## config.mk

```make
export PLATFORM = sky130hd
export DESIGN_NAME = context_switch_controller
export DESIGN_NICKNAME = d
export VERILOG_FILES = /design/src/rtl/context_switch_controller_pkg.sv /design/src/rtl/context_window_sel.sv /design/src/rtl/context_switch_controller.sv
export SDC_FILE = /design/constraint.sdc
export NUM_CORES = 1
export LEC_CHECK = 0
export BUFFER_PORTS_ARGS = -buffer_cell sky130_fd_sc_hd__buf_2
export CORE_UTILIZATION = 25
export DETAILED_ROUTE_END_ITERATION = 8
export PLACE_DENSITY = 0.54
export SLEW_MARGIN = 10
export SYNTH_ARGS = -nofsm -noshare
export SYNTH_HDL_FRONTEND = slang
export SYNTH_HIERARCHICAL = 1
export SYNTH_SLANG_ARGS = --single-unit
```

## constraint.sdc

```tcl
create_clock -name clk -period 1.5 [get_ports clk]
set_input_delay 0.3 -clock clk [delete_from_list [all_inputs] [get_ports clk]]
set_output_delay 0.3 -clock clk [all_outputs]
set_load 0.05 [all_outputs]
```

## src/rtl/context_switch_controller_pkg.sv

```systemverilog
// rtl/context_switch_controller_pkg.sv - shared types and window-next helper for the context switch controller
package context_switch_controller_pkg;

  localparam int CTX_MAX_W = 16;

  typedef enum logic [1:0] {
    WIN_LOWER = 2'd0,
    WIN_UPPER = 2'd1,
    WIN_FULL  = 2'd2
  } win_mode_e;

  typedef enum logic [1:0] {
    IDLE  = 2'd0,
    WRITE = 2'd1,
    LOAD  = 2'd2,
    DONE  = 2'd3
  } state_e;

  // Round-robin successor inside [min,max]; anything outside the window snaps to min.
  function automatic logic [CTX_MAX_W-1:0] ctx_window_next(
    input logic [CTX_MAX_W-1:0] current,
    input logic [CTX_MAX_W-1:0] min,
    input logic [CTX_MAX_W-1:0] max
  );
    if ((current < min) || (current > max)) begin
      return min;
    end else if (current < max) begin
      return current + CTX_MAX_W'(1);
    end else begin
      return min;
    end
  endfunction

endpackage

```

## src/rtl/context_window_sel.sv

```systemverilog
// rtl/context_window_sel.sv - window mode to [min,max] decode and next-context selection
module context_window_sel
  import context_switch_controller_pkg::*;
#(
  parameter int NUM_CONTEXTS = 2,
  parameter int CTX_W        = 1
) (
  input  logic [1:0]       i_window_mode,
  input  logic [CTX_W-1:0] i_current,
  output logic [CTX_W-1:0] o_next
);

  localparam int HALF = NUM_CONTEXTS / 2;

  logic [CTX_W-1:0] w_min;
  logic [CTX_W-1:0] w_max;

  // Modes 2 and 3 both select the full range; a single-context build is always full.
  always_comb begin
    w_min = '0;
    w_max = CTX_W'(NUM_CONTEXTS - 1);
    if (NUM_CONTEXTS > 1) begin
      case (i_window_mode)
        WIN_LOWER: w_max = CTX_W'(HALF - 1);
        WIN_UPPER: w_min = CTX_W'(HALF);
        default:   ;
      endcase
    end
  end

  always_comb begin
    o_next = CTX_W'(ctx_window_next(CTX_MAX_W'(i_current), CTX_MAX_W'(w_min), CTX_MAX_W'(w_max)));
  end

endmodule

```

## src/rtl/context_switch_controller.sv

```systemverilog
// rtl/context_switch_controller.sv - sequences write/load context switches with a req/done handshake
module context_switch_controller
  import context_switch_controller_pkg::*;
#(
  parameter int NUM_CONTEXTS = 2,
  parameter int CTX_W        = (NUM_CONTEXTS > 1) ? $clog2(NUM_CONTEXTS) : 1,
  parameter int LOAD_LATENCY = 1,
  parameter int COUNT_W      = 16
) (
  input  logic               clk,
  input  logic               reset,
  input  logic               switch_req,
  input  logic               skip_store,
  input  logic [1:0]         window_mode,
  input  logic               window_mode_valid,
  output logic               write_strobe,
  output logic               do_not_store,
  output logic [CTX_W-1:0]   current_context,
  output logic [CTX_W-1:0]   next_context,
  output logic               busy,
  output logic               switch_done,
  output logic [COUNT_W-1:0] switch_count
);

  localparam int LAT_W = (LOAD_LATENCY > 1) ? $clog2(LOAD_LATENCY) : 1;
  localparam logic [LAT_W-1:0] LAT_LAST = LAT_W'(LOAD_LATENCY - 1);

  state_e             r_state;
  state_e             w_state_next;
  logic [1:0]         r_window;
  logic [1:0]         r_pend_mode;
  logic               r_pend_valid;
  logic               r_skip;
  logic [CTX_W-1:0]   r_current;
  logic [LAT_W-1:0]   r_lat_cnt;
  logic [COUNT_W-1:0] r_count;
  logic               r_write_strobe;
  logic               r_busy;
  logic               r_done;
  logic [1:0]         w_window;
  logic [CTX_W-1:0]   w_next;

  assign w_window = (NUM_CONTEXTS == 1) ? WIN_FULL : r_window;

  context_window_sel #(
    .NUM_CONTEXTS (NUM_CONTEXTS),
    .CTX_W        (CTX_W)
  ) u_window_sel (
    .i_window_mode (w_window),
    .i_current     (r_current),
    .o_next        (w_next)
  );

  always_comb begin
    w_state_next = r_state;
    case (r_state)
      IDLE:    if (switch_req) w_state_next = WRITE;
      WRITE:   w_state_next = LOAD;
      LOAD:    if (r_lat_cnt == LAT_LAST) w_state_next = DONE;
      DONE:    w_state_next = IDLE;
      default: w_state_next = IDLE;
    endcase
  end

  always_ff @(posedge clk) begin
    if (reset) begin
      r_state        <= IDLE;
      r_window       <= WIN_LOWER;
      r_pend_mode    <= WIN_LOWER;
      r_pend_valid   <= 1'b0;
      r_skip         <= 1'b0;
      r_current      <= '0;
      r_lat_cnt      <= '0;
      r_count        <= '0;
      r_write_strobe <= 1'b0;
      r_busy         <= 1'b0;
      r_done         <= 1'b0;
    end else begin
      r_state        <= w_state_next;
      r_write_strobe <= (w_state_next == WRITE);
      r_busy         <= (w_state_next != IDLE);
      r_done         <= (w_state_next == DONE);
      case (r_state)
        IDLE: begin
          if (window_mode_valid) r_window <= window_mode;
          if (switch_req) r_skip <= skip_store;
        end
        WRITE: begin
          r_current <= w_next;
          r_lat_cnt <= '0;
        end
        LOAD: begin
          r_lat_cnt <= r_lat_cnt + LAT_W'(1);
        end
        DONE: begin
          r_count <= r_count + COUNT_W'(1);
          // A window request arriving in DONE itself is newer than anything pending.
          if (window_mode_valid) begin
            r_window <= window_mode;
          end else if (r_pend_valid) begin
            r_window <= r_pend_mode;
          end
          r_pend_valid <= 1'b0;
        end
        default: ;
      endcase
      if (window_mode_valid && (r_state == WRITE || r_state == LOAD)) begin
        r_pend_valid <= 1'b1;
        r_pend_mode  <= window_mode;
      end
    end
  end

  assign write_strobe    = r_write_strobe;
  assign do_not_store    = r_write_strobe & (r_skip | (w_next == r_current));
  assign current_context = r_current;
  assign next_context    = w_next;
  assign busy            = r_busy;
  assign switch_done     = r_done;
  assign switch_count    = r_count;

endmodule

```

---- Word-level counts from Yosys, hierarchy flattened ----
Index checks and enable logic that the tools add are counted.
storage, ports and cells
  register bits ........................... 29
  output and inout bits ................... 22
cells by class
  add/subtract/negate cells ............... 3
  $lt $le $gt $ge ......................... 3
  eq/ne operators ......................... 9
  mux-type cells .......................... 14
  bitwise logic cells ..................... 2
  reduce and logical (&&, ||, !) cells .... 11
operators with widths
  operator                                                                number
  16-bit by 1-bit adder with 16-bit output (second input constant)        1
  2-bit 2-to-1 mux                                                        5
  2-bit one-hot mux with 4 select lines                                   1
  2-bit nonzero test                                                      4
  2-bit by 1-bit equality test with 1-bit output (second input constant)  3
  2-bit equality test (second input constant)                             3
  1-bit 2-to-1 mux                                                        6
  2-bit zero test                                                         2
  2-bit one-hot mux with 2 select lines                                   1
  3-bit inequality test (second input constant)                           1
  3-bit AND reduction                                                     1
  1-bit adder (second input constant)                                     2
  1-bit logical OR                                                        2
  1-bit less-than comparator                                              2
  2-bit inequality test (second input constant)                           1
  1-bit one-hot mux with 2 select lines                                   1
  2-bit AND reduction                                                     1
  1-bit AND                                                               1
  1-bit equality test                                                     1
  1-bit > comparator                                                      1
  1-bit logical AND                                                       1
  1-bit OR                                                                1

---- Depth between registers and ports, before layout ----
Gate-level depths: netlist of run 1.
  depth after elaboration ................. 8
  mapped depth ............................ 6
  depth with buffers taken out ............ 6

---- Hierarchy ----
Netlist of run 1, hierarchy kept.
by module, submodules not included
  module                     times used  cells each  area each (µm²)
  context_switch_controller  1           141         1,303.8
  context_window_sel         1           2           13.8

---- Worst setup path before layout of run 1 ----
OpenSTA, ideal clock, no wires.
  path kind ............................... register to output
  start point ............................. register r_current, in the netlist current_context
  end point ............................... output port do_not_store
  arrival ................................. 2.122 ns
  path slack .............................. -0.922 ns
  stages on the path, launching flop included .. 4
  buffers on the path ..................... 0
  path through ............................ dfxtp_1 -> mux2i_1 -> xnor2_1 -> o21a_1
between the ends
  cells in the longest elaborated chain, start to end .. 6
ends and longest elaborated chain
  what                                                         line                                                                      source
  from (decl)                                                  context_switch_controller.sv:34                                           logic [CTX_W-1:0] r_current;
  from (signal assigned)                                       context_switch_controller.sv:89                                           r_current <= w_next;
  1-bit adder, or another cell as far along                    context_switch_controller_pkg.sv:28                                       return current + CTX_MAX_W'(1);
  1-bit 2-to-1 mux / 1-bit logical OR (equally long branches)  context_switch_controller_pkg.sv:27, context_switch_controller_pkg.sv:25
  1-bit 2-to-1 mux *                                           context_switch_controller_pkg.sv:25                                       if ((current < min) || (current > max)) begin
  named net next_context                                       context_switch_controller.sv:19                                           output logic [CTX_W-1:0] next_context,
  1-bit equality test *                                        context_switch_controller.sv:115                                          assign do_not_store = r_write_strobe & (r_skip | (w_next == r_current));
  1-bit OR *                                                   context_switch_controller.sv:115
  1-bit AND *                                                  context_switch_controller.sv:115
  to (decl)                                                    context_switch_controller.sv:17                                           output logic do_not_store,
Mark *: on every way through the listed nets, which the timed path passes. The rest lies on a longest branch.

---- Final worst setup path of run 1 ----
  start point ............................. register r_window[1]
  end point ............................... output port do_not_store
between the ends
  cells in the longest elaborated chain, start to end .. 8
ends and longest elaborated chain
  what                                                                                      line                                                                      source
  from (decl)                                                                               context_switch_controller.sv:30                                           logic [1:0] r_window;
  from (signal assigned)                                                                    context_switch_controller.sv:85                                           if (window_mode_valid) r_window <= window_mode;
  from (signal assigned)                                                                    context_switch_controller.sv:99                                           r_window <= window_mode;
  from (signal assigned)                                                                    context_switch_controller.sv:101                                          r_window <= r_pend_mode;
  2-bit zero test / 2-bit by 1-bit equality test with 1-bit output (equally long branches)  context_window_sel.sv:23                                                  case (i_window_mode)
  1-bit 2-to-1 mux                                                                          context_window_sel.sv:23
  1-bit less-than comparator, or another cell as far along                                  context_switch_controller_pkg.sv:27                                       end else if (current < max) begin
  1-bit 2-to-1 mux / 1-bit logical OR (equally long branches)                               context_switch_controller_pkg.sv:27, context_switch_controller_pkg.sv:25
  1-bit 2-to-1 mux *                                                                        context_switch_controller_pkg.sv:25
  1-bit equality test *                                                                     context_switch_controller.sv:115
  1-bit OR *                                                                                context_switch_controller.sv:115
  1-bit AND *                                                                               context_switch_controller.sv:115
Mark *: on every way between the ends. The rest lies on a longest branch, timed or not.

==> flow_summary_export.csv, run 1 <==
group,metric,value,unit
sta,whs,284,ps
outcome,status,"finished, violations left",
sta,setup_viol,1,
critical_path,worstPathRequired,1200,ps
clock_network,cts_max_level,2,
routing,firstDrtPassIters,4,
power_and_ir_drop,power.density,1480,mW/mm^2
floorplanning,die_h,74.6,um
critical_path,arrival,1300,ps
power_and_ir_drop,p_switching,0.935,mW
cells_and_area,nFillCells,561,
floorplanning,row_count,26,
synth,yosys-top-cells-area,"dfxtp_1 44%, nor2_1 6.8%, xnor2_1 6.6%",
power_and_ir_drop,p_total,2.53,mW
sta,slew_headroom,81.5,%
synth,synth_area,0.00132,sq mm
placed_design,preCtsSetupSlack,-15.3,ps
routing,remaining_drc_errors,0,
run,maxCapViolations,0,
hold_path,whs_endpoint,"r_skip$_SDFFE_PP0P_",
critical_path,reg2reg_slack,110,ps
floorplanning,dieArea,0.00556,sq mm
critical_path,cp-end-kind,"output port",
sta,skew,0.901,ps
synth,async_reset_ff_share,0,%
cells_and_area,drive_gt1_share,35.0,%
placed_design,dpl_cell_area,0.00160,sq mm
synth,synth_top_cell_by_area,"dfxtp_1",
clock_network,cts_hold_buf,0,
cells_and_area,finalInstanceArea,0.00172,sq mm
clock_network,cts_tree,"yes",
global_route,grt_first_pass_wirelength,4370,um
power_and_ir_drop,p_seq_share,39.1,%
synth,yosysMostFrequentCell,"dfxtp_1",
sta,hold_violations,0,
synth,ys_warn_count,6,
hold_path,hold_class,"in2reg",
cells_and_area,n_antenna_cell,0,
floorplanning,start_util,26.0,%
routing,viasPerCell,4.32,
synth,ys_seq_elements,29,
power_and_ir_drop,power_frac_clock,26.0,%
global_route,antenna_found_initial,0,
synth,syn_area_per_cell,9.21,sq um
clock_network,path_clk_slew,60,ps
critical_path,reg2reg_depth,6,
placed_design,gp_congestion,0.698,
placed_design,hpwl,1910,um
global_route,grt-ovfl-total,0,
floorplanning,pin_count,29,
critical_path,r2r_end,"busy$_SDFF_PP0_",
outcome,violations,"negative setup slack",
routing,wl_per_cell,10.9,um
hold_path,hp-start,"skip_store",
routing,drt-initial-drc-count,17,
critical_path,reg2reg_from,"r_state[0]$_SDFF_PP0_",
global_route,grt_pass1_vias,964,
routing,vias,1081,
cells_and_area,synthToLayoutAreaGrowth,30.2,%
synth,synthCells,143,
hold_path,whs_path_depth,3,
sta,fin_crit_sh,107,%
floorplanning,chipWidth,74.6,um
global_route,grt_max_degree,27,
clock_network,post_cts_buffers,0,
sta,tns,-98.8,ps
critical_path,cp_max_fo,3,
synth,syn_nets,156,
synth,synth_top_area_share,44.1,%
clock_network,numCtsBuffers,5,
synth,ys_top_cells_by_count,"29 x dfxtp_1, 24 x nor2_1, 11 x nand2_1, 10 x xnor2_1, 8 x inv_1",
clock_network,clock-sinks,29,
sta,slew_viol_final,0,
sta,fmax,625,MHz
floorplanning,fp.coreArea,0.00507,sq mm
sta,fin_crit,1600,ps
placed_design,io_buffers,28,
global_route,grt_usage,10.8,%
power_and_ir_drop,leakagePower,0.706,nW
clock_network,insertion_delay,280,ps
clock_network,cts-root-buf,"clkbuf_8",
critical_path,critPathKind,"reg2out",
cells_and_area,final_nets,192,
sta,worst_slew_pin_slew,278,ps
synth,yosysUniqueCellTypes,25,
power_and_ir_drop,p_sw_share,36.9,%
power_and_ir_drop,intPower,1.60,mW
clock_network,cts_buffer_depth,2,
power_and_ir_drop,power_frac_comb,34.9,%
sta,rsz0062_at_grt,"true",
synth,synth_edf_count,0,
routing,finalWirelength,2740,um
power_and_ir_drop,vdd_ir_drop_max,0.559,mV
synth,yosysSeqAreaShare,44.1,%
critical_path,crit_path_start_kind,"flip-flop",
sta,fin_ws,-98.8,ps
synth,synthFlopType,"dfxtp_1",
routing,ant_nets,0,
-- metrics by stage --
step	util [%]	instances
3_5_place_dp	31.5	242
5_1_grt	33.8	250
2_1_floorplan	-	143
4_1_cts	33.4	250
6_report	33.8	250
3_3_place_gp	31.5	242
-- area by class of cell --
class	count	area [sq um]	area share, %
tap	70	87.6	5.11
timing repair buffer	33	184	10.7
inverter	8	30.0	1.75
sequential	29	602	35.1
multi-input combinational	102	722	42.1
clock buffer	8	90.1	5.25
-- cell usage in the layout (no fill, tap or decap), types with 6 or more instances in the layout --
cell,n
a21oi_1,7
buf_2,27
clkbuf_8,6
dfxtp_1,16
dfxtp_2,11
inv_1,8
nand2_1,11
nor2_1,24
xnor2_1,10
-- timing repair --
action                                 4_1_cts  5_1_grt
endpoints found under the hold margin        0        0
pin swaps                                    3        1
setup endpoints to repair                    6       10
gates resized for setup                      3        5
-- metal layers --
layer	global-route usage (%)	wire length [um]	share of wire, %	vias up
met5	0	0	0	-
met4	5.66	60	2.2	0
met3	5.56	191	7.0	7
met2	15.6	1160	42	25
met1	13.1	1330	48	493
li1	-	-	-	556
-- kinds of logic (layout without fill, tap and decap cells) --
group / Yosys count / count (layout) / synth area share [%]
AND/OR/NAND/NOR: 62 / 62 / 26.9
flip-flops: 29 / 29 / 44.1
AO/OA/AOI/OAI: 15 / 15 / 6.74
XOR/XNOR: 14 / 14 / 9.31
buffers and inverters: 12 / 49 / 3.51
adder cells (fa/ha/maj): 6 / 6 / 5.70
multiplexers: 5 / 5 / 3.80
-- flip-flops by register name, summed over array words and instances, names as in the netlist --
register         cells
r_lat_cnt            1
r_state              2
r_pend_valid         1
switch_done          1
r_window             2
current_context      1
write_strobe         1
r_skip               1
r_pend_mode          2
switch_count        16
busy                 1
-- how the worst max path moves through the flow --
| stage | start | endpoint | slack (ps) |
|---|---|---|---|
| after detailed placement | r_state[1]$_SDFF_PP0_ | switch_count[5]$_SDFFE_PP0P_ | -20 |
| after floorplan | r_window[1]$_SDFFE_PP0P_ | do_not_store | -90 |
| after CTS | r_window[1]$_SDFFE_PP0P_ | do_not_store | -140 |
| after global routing | r_window[1]$_SDFFE_PP0P_ | do_not_store | -160 |
| after global placement | r_state[1]$_SDFF_PP0_ | switch_count[5]$_SDFFE_PP0P_ | 10 |
| final | r_window[1]$_SDFFE_PP0P_ | do_not_store | -100 |
-- worst max-delay path, cell delays in order, from the launching register on --
cell,delay [ps]
dfxtp_4,360
mux2i_4,240
xnor2_1,80
o21a_2,190
buf_6,150
-- power groups by stage --
stage / Combinational, mW / Sequential (mW) / Clock [mW]
finish: 0.885 / 0.990 / 0.658
global route: 0.973 / 1.00 / 0.716
CTS: 0.889 / 0.973 / 0.693
detailed placement: 0.871 / 0.989 / 0
global placement: 0.870 / 0.984 / 0
floorplan: 0.528 / 1.14 / 0
No activity file was read; power rests on OpenSTA's default activity.
==> run 2, diff against run 1 <==
==> constraint.sdc (replaced) <==
create_clock -name clk -period 1.5 [get_ports clk]
set_input_delay 0.075 -clock clk [delete_from_list [all_inputs] [get_ports clk]]
set_output_delay 0.075 -clock clk [all_outputs]
set_load 0.05 [all_outputs]
==> run 2 against run 1 <==
The flow now finishes without violations. Largest cell class unchanged. Final cell count is the same. Critical path type unchanged. Global-route usage grew 0.17 points. Combinational power grew 2%. Non-clock buffer count is the same. Utilization shrank 0.074 points. Clock power shrank 6.5%. Die area is the same. Maximum frequency grew 14%. Critical path depth is the same. Hold slack lost 230 ps.
==> flow_summary_export.csv, run 2 (synthesis results as in run 1) <==
group,metric,value,unit
critical_path,crit_path_end,"do_not_store",
placed_design,hpwl,1960,um
global_route,grt-ovfl-total,0,
cells_and_area,final_common_cell,"buf_2",
global_route,grt_usage,11.0,%
sta,fin_crit,1410,ps
clock_network,cts_tree,"yes",
global_route,grt_max_degree,27,
floorplanning,dieArea,0.00556,sq mm
critical_path,reg2reg_depth,5,
clock_network,insertion_delay,280,ps
floorplanning,die_h,74.6,um
critical_path,r2r_end,"switch_count[9]$_SDFFE_PP0P_",
critical_path,arrival,1330,ps
run,maxCapViolations,0,
clock_network,cts_buffer_depth,2,
floorplanning,pin_count,29,
cells_and_area,final_cell_mix,"27 x buf_2, 24 x nor2_1, 16 x dfxtp_1, 12 x dfxtp_2, 11 x nand2_1",
global_route,grt_util_met1,14.6,%
routing,ant_nets,0,
global_route,grt_first_pass_wirelength,4510,um
cells_and_area,n_antenna_cell,0,
global_route,antenna_found_initial,0,
sta,hold_violations,0,
cells_and_area,postLayoutCoreUtil,33.7,%
cells_and_area,final_nets,192,
global_route,grt_pass1_vias,966,
sta,fin_crit_sh,93.8,%
global_route,grt_use_met2,15.6,%
global_route,grt_use_met3,4.34,%
cells_and_area,largest_reg_flops,16,
sta,rsz0062_at_grt,"false",
sta,tns,0,ps
placed_design,gp_congestion,0.723,
sta,setup_viol,0,
critical_path,reg2reg_from,"r_state[1]$_SDFF_PP0_",
sta,fin_ws,92.9,ps
global_route,top_usage_layer,"met2",
critical_path,crit_path_start,"r_window[1]$_SDFFE_PP0P_",
clock_network,cts_hold_buf,0,
clock_network,path_clk_slew,60,ps
sta,fmax,711,MHz
routing,viasPerCell,4.28,
cells_and_area,synthToLayoutAreaGrowth,29.9,%
routing,vias,1071,
routing,remaining_drc_errors,0,
routing,drt-initial-drc-count,66,
sta,slew_viol_final,0,
critical_path,cp_max_fo,3,
cells_and_area,drive_gt1_share,34.4,%
critical_path,critPathKind,"reg2out",
power_and_ir_drop,power.density,1460,mW/mm^2
clock_network,cts_max_level,2,
floorplanning,start_util,26.0,%
clock_network,numCtsBuffers,5,
hold_path,hold_class,"in2reg",
floorplanning,chipWidth,74.6,um
routing,firstDrtPassIters,3,
sta,skew,6.10,ps
sta,whs,52.9,ps
outcome,status,"finished clean",
floorplanning,fp.coreArea,0.00507,sq mm
routing,finalWirelength,2760,um
power_and_ir_drop,leakagePower,0.716,nW
clock_network,clock-sinks,29,
critical_path,crit_path_start_kind,"flip-flop",
sta,worst_slew_pin_slew,282,ps
sta,slew_headroom,81.2,%
floorplanning,row_count,26,
routing,wl_per_cell,11.1,um
placed_design,io_buffers,28,
placed_design,preCtsSetupSlack,16.6,ps
critical_path,worstPathRequired,1420,ps
critical_path,cp-end-kind,"output port",
critical_path,reg2reg_slack,140,ps
clock_network,cts-root-buf,"clkbuf_8",
power_and_ir_drop,vdd_ir_drop_max,0.678,mV
run 2: worst max-delay path: stages (launching register included):
cell	delay, ps
dfxtp_2	360
mux2i_4	250
xnor2_1	140
o21a_1	120
buf_4	190
run 2: where the power goes:
group | internal [mW] | total [mW] | switching, mW
logic | 0.322 | 0.899 | 0.578
clock network | 0.329 | 0.615 | 0.286
registers | 0.908 | 0.989 | 0.0813
run 2: repair_timing:
action / CTS / global route
pin swaps: 0 / 4
cloned: 0 / 0
buffers inserted: 0 / 0
setup endpoints to repair: 2 / 10
resized for setup: 2 / 8
run 2: layout make-up:
class | count | area, sq um
fillers | 565 | 3360
multi-input cells | 102 | 734
clock buffers | 8 | 80.1
repair buffers | 33 | 180
well taps | 70 | 87.6
inverters | 8 | 30.0
flip-flops and latches | 29 | 599
run 2: metal layers:
metal	wire, um	share of wire (%)
met1	1400	51
met2	1180	43
met4	51	1.8
met3	129	4.7
met5	0	0
run 2: worst min-delay path by stage:
stage,start,to,slack [ps],depth (start not counted)
global route,window_mode[0],r_pend_mode[0]$_SDFFE_PP0P_,60,3
finish,skip_store,r_skip$_SDFFE_PP0P_,50,3
detailed placement,skip_store,r_skip$_SDFFE_PP0P_,340,3
global placement,skip_store,r_skip$_SDFFE_PP0P_,340,3
CTS,skip_store,r_skip$_SDFFE_PP0P_,40,3
floorplan,window_mode[0],r_pend_mode[0]$_SDFFE_PP0P_,220,2
run 2: through the flow:
stage / area (sq um) / power (mW) / cells
floorplan: 1340 / 1.66 / 143
global placement: 1590 / 1.86 / 242
detailed placement: 1590 / 1.86 / 242
CTS: 1680 / 2.49 / 250
global route: 1710 / 2.67 / 250
finish: 1710 / 2.50 / 250
==> run 3, diff against run 2 <==
CELL_PAD_IN_SITES_DETAIL_PLACEMENT = 1   (was not set)
CELL_PAD_IN_SITES_GLOBAL_PLACEMENT = 1   (was not set)
PLACE_DENSITY = 0.65   (was 0.54)
==> run 3 against run 2 <==
Total power increased by 1.2%. Clock power rose by 0.7%. Setup slack worse by 29 ps. Critical path depth up 1. Die area did not move. Sequential share of layout area decreased by 0.25 points. Design area is 0.51% higher. First-iteration DRC count fell by 61%. Sequential cell count is the same. Clock-buffer cell count decreased by 2. Clock skew shrank 1.9 ps.
==> flow_summary_export.csv, run 3 (synthesis results as in run 1) <==
group,metric,value,unit
routing,drt-initial-drc-count,26,
power_and_ir_drop,leakagePower,0.713,nW
sta,fin_crit_sh,95.7,%
critical_path,r2r_end,"switch_count[5]$_SDFFE_PP0P_",
power_and_ir_drop,p_switching,0.970,mW
sta,setup_viol,0,
power_and_ir_drop,vdd_ir_drop_max,0.600,mV
placed_design,hpwl,2230,um
critical_path,critPathTopFamily,"simple AND/OR/NAND/NOR gates",
cells_and_area,n_antenna_cell,0,
floorplanning,fp.coreArea,0.00507,sq mm
outcome,status,"finished clean",
sta,skew,4.16,ps
clock_network,cts_max_level,2,
power_and_ir_drop,p_total,2.53,mW
global_route,grt_first_pass_wirelength,5100,um
run,maxCapViolations,0,
placed_design,dpl_cell_area,0.00158,sq mm
hold_path,hold_class,"in2reg",
floorplanning,pin_count,29,
routing,remaining_drc_errors,0,
critical_path,crit_path_cell_trace,"ha_4 > nand4_1 > buf_4 > or3_1 > a21oi_1",
clock_network,cts-root-buf,"clkbuf_8",
critical_path,worstPathRequired,1710,ps
floorplanning,row_count,26,
critical_path,reg2reg_slack,60,ps
routing,viasPerCell,4.42,
power_and_ir_drop,p_seq_share,39.0,%
cells_and_area,drive_gt1_share,35.7,%
sta,fmax,696,MHz
critical_path,reg2reg_depth,5,
clock_network,clock-sinks,29,
clock_network,numCtsBuffers,5,
cells_and_area,final_cell_mix,"27 x buf_2, 24 x nor2_1, 17 x dfxtp_1, 11 x nand2_1, 11 x dfxtp_2",
floorplanning,start_util,26.0,%
clock_network,cts_tree,"yes",
critical_path,arrival,1650,ps
power_and_ir_drop,power_frac_clock,24.4,%
clock_network,path_clk_slew,60,ps
sta,slew_headroom,78.2,%
routing,wl_per_cell,12.0,um
global_route,grt_pass1_vias,1139,
clock_network,cts_buffer_depth,2,
sta,fin_crit,1440,ps
power_and_ir_drop,p_sw_share,38.3,%
clock_network,cts_hold_buf,0,
critical_path,reg2reg_from,"r_state[1]$_SDFF_PP0_",
global_route,grt-ovfl-total,0,
cells_and_area,final_common_cell,"buf_2",
cells_and_area,largest_reg_flops,16,
power_and_ir_drop,power_frac_comb,36.5,%
routing,finalWirelength,3030,um
floorplanning,die_h,74.6,um
hold_path,whs_path_depth,3,
power_and_ir_drop,intPower,1.56,mW
routing,firstDrtPassIters,3,
hold_path,whs_endpoint,"r_skip$_SDFFE_PP0P_",
critical_path,cp_max_fo,4,
critical_path,path_buf_inv,1,
critical_path,slowest_delay,390,ps
placed_design,io_buffers,28,
routing,ant_nets,0,
cells_and_area,postLayoutCoreUtil,33.9,%
placed_design,gp_congestion,0.739,
sta,hold_violations,0,
critical_path,cp-end-kind,"flip-flop",
power_and_ir_drop,power.density,1470,mW/mm^2
sta,worst_slew_pin_slew,328,ps
global_route,antenna_found_initial,0,
sta,whs,48.4,ps
critical_path,critPathKind,"reg2reg",
global_route,grt_usage,12.4,%
sta,rsz0062_at_grt,"false",
global_route,grt_max_degree,18,
floorplanning,chipWidth,74.6,um
hold_path,hp-start,"skip_store",
cells_and_area,final_nets,194,
cells_and_area,finalInstanceArea,0.00172,sq mm
cells_and_area,synthToLayoutAreaGrowth,30.6,%
sta,slew_viol_final,0,
routing,vias,1114,
critical_path,cp_slowest_cell,"dfxtp_1",
floorplanning,dieArea,0.00556,sq mm
clock_network,insertion_delay,280,ps
critical_path,crit_path_start_kind,"flip-flop",
==> run 3: cell types whose count changed in the layout (fill, tap and decap cells not counted), sizes merged <==
cell,delta
clkbuf,-2
clkinv,+2
buf,+2
==> run 3: how the worst max path moves through the flow <==
stage                        startpoint                            end  depth (start not counted)
6_report          r_state[1]$_SDFF_PP0_   switch_count[5]$_SDFFE_PP0P_                          5
5_1_grt           r_state[1]$_SDFF_PP0_   switch_count[9]$_SDFFE_PP0P_                          5
4_1_cts           r_state[0]$_SDFF_PP0_  switch_count[14]$_SDFFE_PP0P_                          5
3_5_place_dp      r_state[0]$_SDFF_PP0_  switch_count[14]$_SDFFE_PP0P_                          5
3_3_place_gp      r_state[0]$_SDFF_PP0_  switch_count[13]$_SDFFE_PP0P_                          5
2_1_floorplan  r_window[1]$_SDFFE_PP0P_                   do_not_store                          3
==> run 3: power groups by stage <==
stage | clock network (mW) | registers (mW) | logic [mW]
after floorplan | 0 | 1.13 | 0.526
final | 0.619 | 0.988 | 0.926
after detailed placement | 0 | 0.993 | 0.870
after CTS | 0.650 | 0.978 | 0.880
after global routing | 0.686 | 1.00 | 1.02
after global placement | 0 | 0.987 | 0.855
==> run 3: metal layers <==
layer  vias up  track usage, %  routed length (um)
met3         7            5.28                 141
met2        26            19.8                1430
li1        556               -                   -
met4         0            5.03                  50
met1       525            14.6                1400
met5         -               0                   0
==> run 3: final cells by class <==
type	instances	area, sq um
Sequential cell	29	598
Multi-Input combinational cell	102	723
Fill cell	631	3350
Inverter	8	30.0
Clock inverter	2	10.0
Timing Repair Buffer	35	199
Clock buffer	6	72.6
Tap cell	70	87.6
==> run 3: timing repair <==
action / in CTS / in global routing
setup buffers: 0 / 3
resized for setup: 3 / 6
endpoints found under the setup margin: 3 / 16
pin swaps: 0 / 3
==> run 3: worst register-to-register path: cells and delay by family (launching register included) <==
| kind | cells | cell delay [ps] |
|---|---|---|
| AOI/OAI and AO/OA | 1 | 130 |
| adders and majority gates | 1 | 180 |
| buffers and inverters | 1 | 190 |
| DFF | 1 | 390 |
| and+or+nand+nor | 2 | 460 |
==> run 3: stage by stage <==
stage | std cells | setup WS [ps] | setup TNS (ps)
after floorplan | 143 | -30.3 | -30.3
after detailed placement | 241 | 3.38 | 0
after global placement | 241 | 47.5 | 0
final | 252 | 64.1 | 0
after CTS | 249 | 27.0 | 0
after global routing | 252 | 4.12 | 0
